==> src/rtl/dram_arbiter_if.sv <==
// dram_arbiter_if
//   Bundles the CPU MEM-stage port, the debug/loader port and the RAM port
//   of the DRAM arbiter.
//   slave  modport: the arbiter side (consumes requests, drives RAM).
//   master modport: the environment side (CPU, debugger and RAM model).
//   Port groups:
//     cpu_* : CPU access request, load data and stall.
//     dbg_* : debug access request, lock, grant and registered read data.
//     ram_* : RAM command outputs and combinational read data ram_do.
interface dram_arbiter_if #(
    parameter int ADDR_W = 9,
    parameter int DATA_W = 32
);
    logic              cpu_e;
    logic              cpu_rw;
    logic [1:0]        cpu_size;
    logic              cpu_se;
    logic [ADDR_W-1:0] cpu_addr;
    logic [DATA_W-1:0] cpu_wdata;
    logic [DATA_W-1:0] cpu_rdata;
    logic              cpu_stall;

    logic              dbg_req;
    logic              dbg_rw;
    logic [1:0]        dbg_size;
    logic [ADDR_W-1:0] dbg_addr;
    logic [DATA_W-1:0] dbg_wdata;
    logic              dbg_lock;
    logic              dbg_gnt;
    logic              dbg_rvalid;
    logic [DATA_W-1:0] dbg_rdata;
    logic              dbg_locked;

    logic [ADDR_W-1:0] ram_a;
    logic [DATA_W-1:0] ram_di;
    logic [1:0]        ram_size;
    logic              ram_rw;
    logic              ram_se;
    logic              ram_e;
    logic [DATA_W-1:0] ram_do;

    modport slave (
        input  cpu_e, cpu_rw, cpu_size, cpu_se, cpu_addr, cpu_wdata,
        output cpu_rdata, cpu_stall,
        input  dbg_req, dbg_rw, dbg_size, dbg_addr, dbg_wdata, dbg_lock,
        output dbg_gnt, dbg_rvalid, dbg_rdata, dbg_locked,
        output ram_a, ram_di, ram_size, ram_rw, ram_se, ram_e,
        input  ram_do
    );

    modport master (
        output cpu_e, cpu_rw, cpu_size, cpu_se, cpu_addr, cpu_wdata,
        input  cpu_rdata, cpu_stall,
        output dbg_req, dbg_rw, dbg_size, dbg_addr, dbg_wdata, dbg_lock,
        input  dbg_gnt, dbg_rvalid, dbg_rdata, dbg_locked,
        input  ram_a, ram_di, ram_size, ram_rw, ram_se, ram_e,
        output ram_do
    );
endinterface

==> src/rtl/dram_arbiter.sv <==
// dram_arbiter
//   Shares one single-port RAM between the CPU MEM stage and a debug/loader
//   port. The CPU normally has priority; a starvation counter forces one
//   debug access through after STARVE_MAX consecutive lost conflicts, and
//   the debug port can lock the RAM, halting the CPU.
//   Grant, RAM mux, cpu_stall and dbg_gnt are combinational, so a granted
//   access completes in the cycle it is presented. Debug read data is
//   registered and flagged by dbg_rvalid for one cycle.
// Ports:
//   clk   : single clock, rising edge.
//   reset : asynchronous, active-high.
//   bus   : dram_arbiter_if.slave (CPU, debug and RAM port groups).
module dram_arbiter #(
    parameter int ADDR_W     = 9,
    parameter int DATA_W     = 32,
    parameter int STARVE_MAX = 4
) (
    input  logic           clk,
    input  logic           reset,
    dram_arbiter_if.slave  bus
);
    typedef enum logic [1:0] {
        NORMAL = 2'd0,
        FORCE  = 2'd1,
        LOCKED = 2'd2
    } state_t;

    state_t     state;
    state_t     state_nxt;
    logic [2:0] starve_cnt;
    logic [2:0] starve_cnt_nxt;
    logic       dbg_win;
    logic       cpu_win;

    function automatic logic [2:0] sat_inc(input logic [2:0] v);
        return (v == 3'd7) ? v : v + 3'd1;
    endfunction

    // State register and starvation counter
    always_ff @(posedge clk or posedge reset) begin
        if (reset) begin
            state      <= NORMAL;
            starve_cnt <= '0;
        end else begin
            state      <= state_nxt;
            starve_cnt <= starve_cnt_nxt;
        end
    end

    // Next-state logic. The counter only survives NORMAL conflict cycles;
    // every other cycle (grant, no request, FORCE, LOCKED) clears it.
    always_comb begin
        state_nxt      = NORMAL;
        starve_cnt_nxt = '0;
        unique case (state)
            NORMAL: begin
                if (bus.cpu_e && bus.dbg_req)
                    starve_cnt_nxt = sat_inc(starve_cnt);
                // Move to FORCE on the same edge the count reaches the
                // limit, so the debug port wins the very next cycle.
                if (bus.dbg_lock)
                    state_nxt = LOCKED;
                else if (int'(starve_cnt_nxt) >= STARVE_MAX)
                    state_nxt = FORCE;
            end
            FORCE: begin
                if (bus.dbg_lock)
                    state_nxt = LOCKED;
            end
            LOCKED: begin
                if (bus.dbg_lock)
                    state_nxt = LOCKED;
            end
            default: state_nxt = NORMAL;
        endcase
    end

    // Output logic: arbitration, RAM mux and CPU-side responses
    always_comb begin
        dbg_win       = 1'b0;
        cpu_win       = 1'b0;
        bus.ram_a     = '0;
        bus.ram_di    = '0;
        bus.ram_size  = '0;
        bus.ram_rw    = 1'b0;
        bus.ram_se    = 1'b0;
        bus.ram_e     = 1'b0;
        if (!reset) begin
            dbg_win = bus.dbg_req &&
                      (state == FORCE || state == LOCKED || !bus.cpu_e);
            cpu_win = bus.cpu_e && !dbg_win && (state != LOCKED);
        end
        if (dbg_win) begin
            bus.ram_a    = bus.dbg_addr;
            bus.ram_di   = bus.dbg_wdata;
            bus.ram_size = bus.dbg_size;
            bus.ram_rw   = bus.dbg_rw;
            bus.ram_e    = 1'b1;
        end else if (cpu_win) begin
            bus.ram_a    = bus.cpu_addr;
            bus.ram_di   = bus.cpu_wdata;
            bus.ram_size = bus.cpu_size;
            bus.ram_rw   = bus.cpu_rw;
            bus.ram_se   = bus.cpu_se;
            bus.ram_e    = 1'b1;
        end
        bus.dbg_gnt    = dbg_win;
        // A CPU request that is not serviced (lost to debug, or held off
        // by the lock) must stall the pipeline.
        bus.cpu_stall  = !reset && bus.cpu_e && !cpu_win;
        bus.cpu_rdata  = cpu_win ? bus.ram_do : '0;
        bus.dbg_locked = (state == LOCKED);
    end

    // Debug read data capture
    always_ff @(posedge clk or posedge reset) begin
        if (reset) begin
            bus.dbg_rvalid <= 1'b0;
            bus.dbg_rdata  <= '0;
        end else begin
            bus.dbg_rvalid <= dbg_win && !bus.dbg_rw;
            if (dbg_win && !bus.dbg_rw)
                bus.dbg_rdata <= bus.ram_do;
        end
    end
endmodule

==> src/flat_wrapper.sv <==
// flat-port wrapper written by rule: the top's interface ports become plain ports
module dram_arbiter_flat 
#(
    parameter int ADDR_W     = 9,
    parameter int DATA_W     = 32,
    parameter int STARVE_MAX = 4
)
  (clk, reset, bus_cpu_e, bus_cpu_rw, bus_cpu_size, bus_cpu_se, bus_cpu_addr, bus_cpu_wdata, bus_cpu_rdata, bus_cpu_stall, bus_dbg_req, bus_dbg_rw, bus_dbg_size, bus_dbg_addr, bus_dbg_wdata, bus_dbg_lock, bus_dbg_gnt, bus_dbg_rvalid, bus_dbg_rdata, bus_dbg_locked, bus_ram_a, bus_ram_di, bus_ram_size, bus_ram_rw, bus_ram_se, bus_ram_e, bus_ram_do);
  dram_arbiter_if #(.ADDR_W(ADDR_W), .DATA_W(DATA_W)) bus_i ();
  input  logic clk;
  input  logic reset;
  input wire logic [$bits(bus_i.cpu_e)-1:0] bus_cpu_e;
  input wire logic [$bits(bus_i.cpu_rw)-1:0] bus_cpu_rw;
  input wire logic [$bits(bus_i.cpu_size)-1:0] bus_cpu_size;
  input wire logic [$bits(bus_i.cpu_se)-1:0] bus_cpu_se;
  input wire logic [$bits(bus_i.cpu_addr)-1:0] bus_cpu_addr;
  input wire logic [$bits(bus_i.cpu_wdata)-1:0] bus_cpu_wdata;
  output wire logic [$bits(bus_i.cpu_rdata)-1:0] bus_cpu_rdata;
  output wire logic [$bits(bus_i.cpu_stall)-1:0] bus_cpu_stall;
  input wire logic [$bits(bus_i.dbg_req)-1:0] bus_dbg_req;
  input wire logic [$bits(bus_i.dbg_rw)-1:0] bus_dbg_rw;
  input wire logic [$bits(bus_i.dbg_size)-1:0] bus_dbg_size;
  input wire logic [$bits(bus_i.dbg_addr)-1:0] bus_dbg_addr;
  input wire logic [$bits(bus_i.dbg_wdata)-1:0] bus_dbg_wdata;
  input wire logic [$bits(bus_i.dbg_lock)-1:0] bus_dbg_lock;
  output wire logic [$bits(bus_i.dbg_gnt)-1:0] bus_dbg_gnt;
  output wire logic [$bits(bus_i.dbg_rvalid)-1:0] bus_dbg_rvalid;
  output wire logic [$bits(bus_i.dbg_rdata)-1:0] bus_dbg_rdata;
  output wire logic [$bits(bus_i.dbg_locked)-1:0] bus_dbg_locked;
  output wire logic [$bits(bus_i.ram_a)-1:0] bus_ram_a;
  output wire logic [$bits(bus_i.ram_di)-1:0] bus_ram_di;
  output wire logic [$bits(bus_i.ram_size)-1:0] bus_ram_size;
  output wire logic [$bits(bus_i.ram_rw)-1:0] bus_ram_rw;
  output wire logic [$bits(bus_i.ram_se)-1:0] bus_ram_se;
  output wire logic [$bits(bus_i.ram_e)-1:0] bus_ram_e;
  input wire logic [$bits(bus_i.ram_do)-1:0] bus_ram_do;
  assign bus_i.cpu_e = bus_cpu_e;
  assign bus_i.cpu_rw = bus_cpu_rw;
  assign bus_i.cpu_size = bus_cpu_size;
  assign bus_i.cpu_se = bus_cpu_se;
  assign bus_i.cpu_addr = bus_cpu_addr;
  assign bus_i.cpu_wdata = bus_cpu_wdata;
  assign bus_cpu_rdata = bus_i.cpu_rdata;
  assign bus_cpu_stall = bus_i.cpu_stall;
  assign bus_i.dbg_req = bus_dbg_req;
  assign bus_i.dbg_rw = bus_dbg_rw;
  assign bus_i.dbg_size = bus_dbg_size;
  assign bus_i.dbg_addr = bus_dbg_addr;
  assign bus_i.dbg_wdata = bus_dbg_wdata;
  assign bus_i.dbg_lock = bus_dbg_lock;
  assign bus_dbg_gnt = bus_i.dbg_gnt;
  assign bus_dbg_rvalid = bus_i.dbg_rvalid;
  assign bus_dbg_rdata = bus_i.dbg_rdata;
  assign bus_dbg_locked = bus_i.dbg_locked;
  assign bus_ram_a = bus_i.ram_a;
  assign bus_ram_di = bus_i.ram_di;
  assign bus_ram_size = bus_i.ram_size;
  assign bus_ram_rw = bus_i.ram_rw;
  assign bus_ram_se = bus_i.ram_se;
  assign bus_ram_e = bus_i.ram_e;
  assign bus_i.ram_do = bus_ram_do;
  dram_arbiter #(.ADDR_W(ADDR_W), .DATA_W(DATA_W), .STARVE_MAX(STARVE_MAX)) u_core (.clk(clk), .reset(reset), .bus(bus_i));
endmodule
==> config.mk <==
export PLATFORM = sky130hd
export DESIGN_NAME = dram_arbiter_flat
export DESIGN_NICKNAME = d
export VERILOG_FILES = /design/src/rtl/dram_arbiter_if.sv /design/src/rtl/dram_arbiter.sv /design/src/flat_wrapper.sv
export SDC_FILE = /design/constraint.sdc
export NUM_CORES = 1
export LEC_CHECK = 0
export CORE_AREA = 2 2 92 94
export DETAILED_ROUTE_END_ITERATION = 6
export DIE_AREA = 0 0 94 96
export PLACE_DENSITY = 0.79
export SLEW_MARGIN = 20
export SYNTH_ARGS = -nofsm -noshare
export SYNTH_HDL_FRONTEND = slang
export SYNTH_SLANG_ARGS = --single-unit
==> constraint.sdc <==
create_clock -name clk -period 3.15 [get_ports clk]
set_input_delay 0.945 -clock clk [delete_from_list [all_inputs] [get_ports clk]]
set_output_delay 0.945 -clock clk [all_outputs]
set_load 0.02 [all_outputs]
==> results.txt, run 1 <==
Die Span X: 94 um
port bufs: 239
Ys Warns: 0
Final Max Slew Viols: 0
hold slack: 489.2 ps
Util after Layout: 61.38%
Min Clock Period, post-route: 3141 ps
peak supply drop: 0.2666 mV
Startpoint Class: primary input
Setup Skew: 4.825 ps
setup TNS: 0 ps
flop2flop setup slack: 1130 ps
post-synthesis sequential area ratio: 43.23%
Hold Vio Cnt, Final: 0
Clock Latency Late Sink: 280 ps
I/O Pins: 240
clk buf depth: 2
Mapped Area: 2200 um2
# setup viols final: 0
vias post-DR: 2608
status: finished clean
RSZ-0062 raised after global routing: true
DR pass1 iterations: 4
TritonCTS clock tree: built
Worst path max stage delay: 240 ps
Slew @ Worst Pin: 484.9 ps
Worst slew margin: 67.67%
Synth area leader: dfrtp_1
number of global-route vias before repair: 2702
leakage: 2.228 nW
WS Path Type: primary input to output pin
HPWL Detailed: 7.253 mm
CP Depth: 9
final wirelength: 10.28 mm
Final #Nets: 575
Inserted Clock Buffers: 5
Antenna diodes: 0
Die Ht: 96 um
first-pass GRT wire length: 15.14 mm
Yosys top cell area share: 43.23%
Critical Path End Type: output pin
row count: 33
hold path endpoint: u_core.bus.dbg_rdata[17]
Inst Count DP: 527
required time worst endpoint: 2200 ps
Routability Congestion: 0.8106
CP bufs+invs: 6
CTS Root Cell: clkbuf_8
layout cells sized above 1: 34.30%
Syn Inst Count: 189
initial antenna violation count: 0
Layout area overhead: 124.7%
CP Max Fanout: 4
All-Layer GR Usage: 22.00%
HP Class: flip-flop to flip-flop
vias per cell: 4.733
RR Endpoint: u_core.bus.dbg_rdata[18]
routed wire length per instance: 18.66 um
Max-Cap Viols: 0
leading post-synthesis cells by cell area: dfrtp_1 (43%), a22o_1 (18%), mux2_2 (15%)
HP Start: u_core.bus.dbg_rdata[17]
most used cell, CP: buf_6
Overflow after GRT: 0
htree depth: 2
fin crit share: 99.70%
Sink Count: 38
antenna viol nets, final: 0
core area: 8051 um2
cells along the critical path: buf_6, nand2b_4, a211oi_4, buf_6, buf_8, buf_12, clkbuf_16, a22o_1, buf_6
WHS Path Cells: 1
Die Area: 9024 um2
final cell count without fillers: 551
drt initial violations: 55
crit-path leading delay family: buffers and inverters
CTS clk-pin slew, worst paths: 80 ps
post-synthesis average cell area: 11.64 um2
PD cells: 378.6 nW/um2
total power: 1.871 mW
slowest library cell on the worst path: a211oi_4
f_max: 318.4 MHz
Starting Density: 27.32%
post-synthesis net count: 319
Data arrival, critical path: 2200 ps
R2R depth: 7
FF+latch count, synth: 38
drc violations: 0
Distinct cells, synth: 23
worst r2r src: u_core.state[1]
largest net degree at the start of global routing: 39
[cell families after synthesis]
group           after synthesis  share of synthesized area [%]
compound gates               46                          18.66
mux                          32                          16.38
simple gates                 49                          14.28
buf+inv                      19                          4.778
xor+xnor                      1                         0.3983
fa+ha+maj                     4                          2.275
flops                        38                          43.23
[per-stage QoR]
stage / instance area [um2] / setup slack, ps
CTS: 4912 / 1.718
global route: 4942 / -23.11
finish: 4942 / 9.352
detailed placement: 4745 / -740.2
floorplan: 2200 / 227.3
global placement: 4745 / -709.7
[cell usage after synthesis]
cell,n
a211oi_4,1
a21oi_1,1
a22o_1,44
and2_1,33
buf_2,6
buf_4,1
buf_6,3
clkbuf_1,6
dfrtp_1,38
ha_1,4
inv_1,3
mux2_1,3
mux2_2,29
nand2_1,2
nand2b_4,1
nand3_1,2
nor2_1,5
nor2b_1,1
nor3b_1,2
nor4_1,1
nor4b_4,1
or2_2,1
xnor2_1,1
[registers in the layout, summed over array words and instances, names as in the netlist]
name / count
u_core.starve_cnt: 3
u_core.bus.dbg_rvalid: 1
u_core.state: 2
u_core.bus.dbg_rdata: 32
[routing by layer]
layer | share of wire, % | wire, um | global-route usage, %
met2 | 49 | 5046 | 38.69
met5 | 0 | 0 | 0
met4 | 2.1 | 214 | 7.126
met1 | 39 | 3963 | 25.21
met3 | 10 | 1056 | 7.439
[layout by cell type (no fill, tap or decap), types with 2 or more instances in the layout]
cell and count:
inv_1 3, nor2_1 5, clkbuf_2 9, dfrtp_1 38, buf_6 21, clkbuf_8 5, nand3_1 2, ha_1 3
dlygate4sd2_1 2, and2_1 31, buf_12 5, nand2_1 2, buf_2 16, buf_4 48, mux2_2 29, mux2_1 3
buf_16 4, a22o_1 44, clkdlybuf4s50_1 156, and2_4 2
[power by group]
group | internal [mW] | leakage [nW] | switching (mW)
registers | 0.583 | 0.462 | 0.0478
logic | 0.514 | 1.72 | 0.394
clock network | 0.155 | 0.0441 | 0.177
total | 1.25 | 2.23 | 0.618
[worst reg2reg max path, cell delays in order (launching register included)]
cell and delay (ps):
dfrtp_1 370, inv_1 50, ha_2 390, nor2b_4 60, buf_4 130, nor4b_4 260, buf_12 250, mux2_2 380
[layout make-up]
| type | instances | area (um2) |
|---|---|---|
| clock buffers | 5 | 68.82 |
| repair buffers | 265 | 2595 |
| flip-flops and latches | 38 | 950.9 |
| inverters | 3 | 11.26 |
| fillers | 709 | 3109 |
| well taps | 105 | 131.4 |
| multi-input cells | 132 | 1164 |
| clock inverters | 3 | 21.27 |
[how the worst max path moves through the flow]
stage	from	endpoint	slack [ps]
2_1_floorplan	reset	bus_cpu_rdata[0]	230
3_3_place_gp	bus_cpu_e	bus_ram_a[3]	-710
3_5_place_dp	bus_cpu_e	bus_ram_a[7]	-740
4_1_cts	bus_cpu_e	bus_ram_e	2
5_1_grt	reset	bus_ram_di[20]	-20
6_report	reset	bus_ram_di[20]	9
[what timing repair did]
action | in CTS | in global routing
setup buffers | 9 | 1
hold buffers | 0 | 0
gates cloned | 6 | 1
endpoints found under the setup margin | 80 | 80
pin swaps | 8 | 5
gates resized for setup | 373 | 28
(Power assumes the default switching activity.)
==> inputs of run 2 (changes only) <==
SLEW_MARGIN = default   (was 20)
==> results of run 2 <==
Final layout, timing and power as in run 1 (identical DEF).
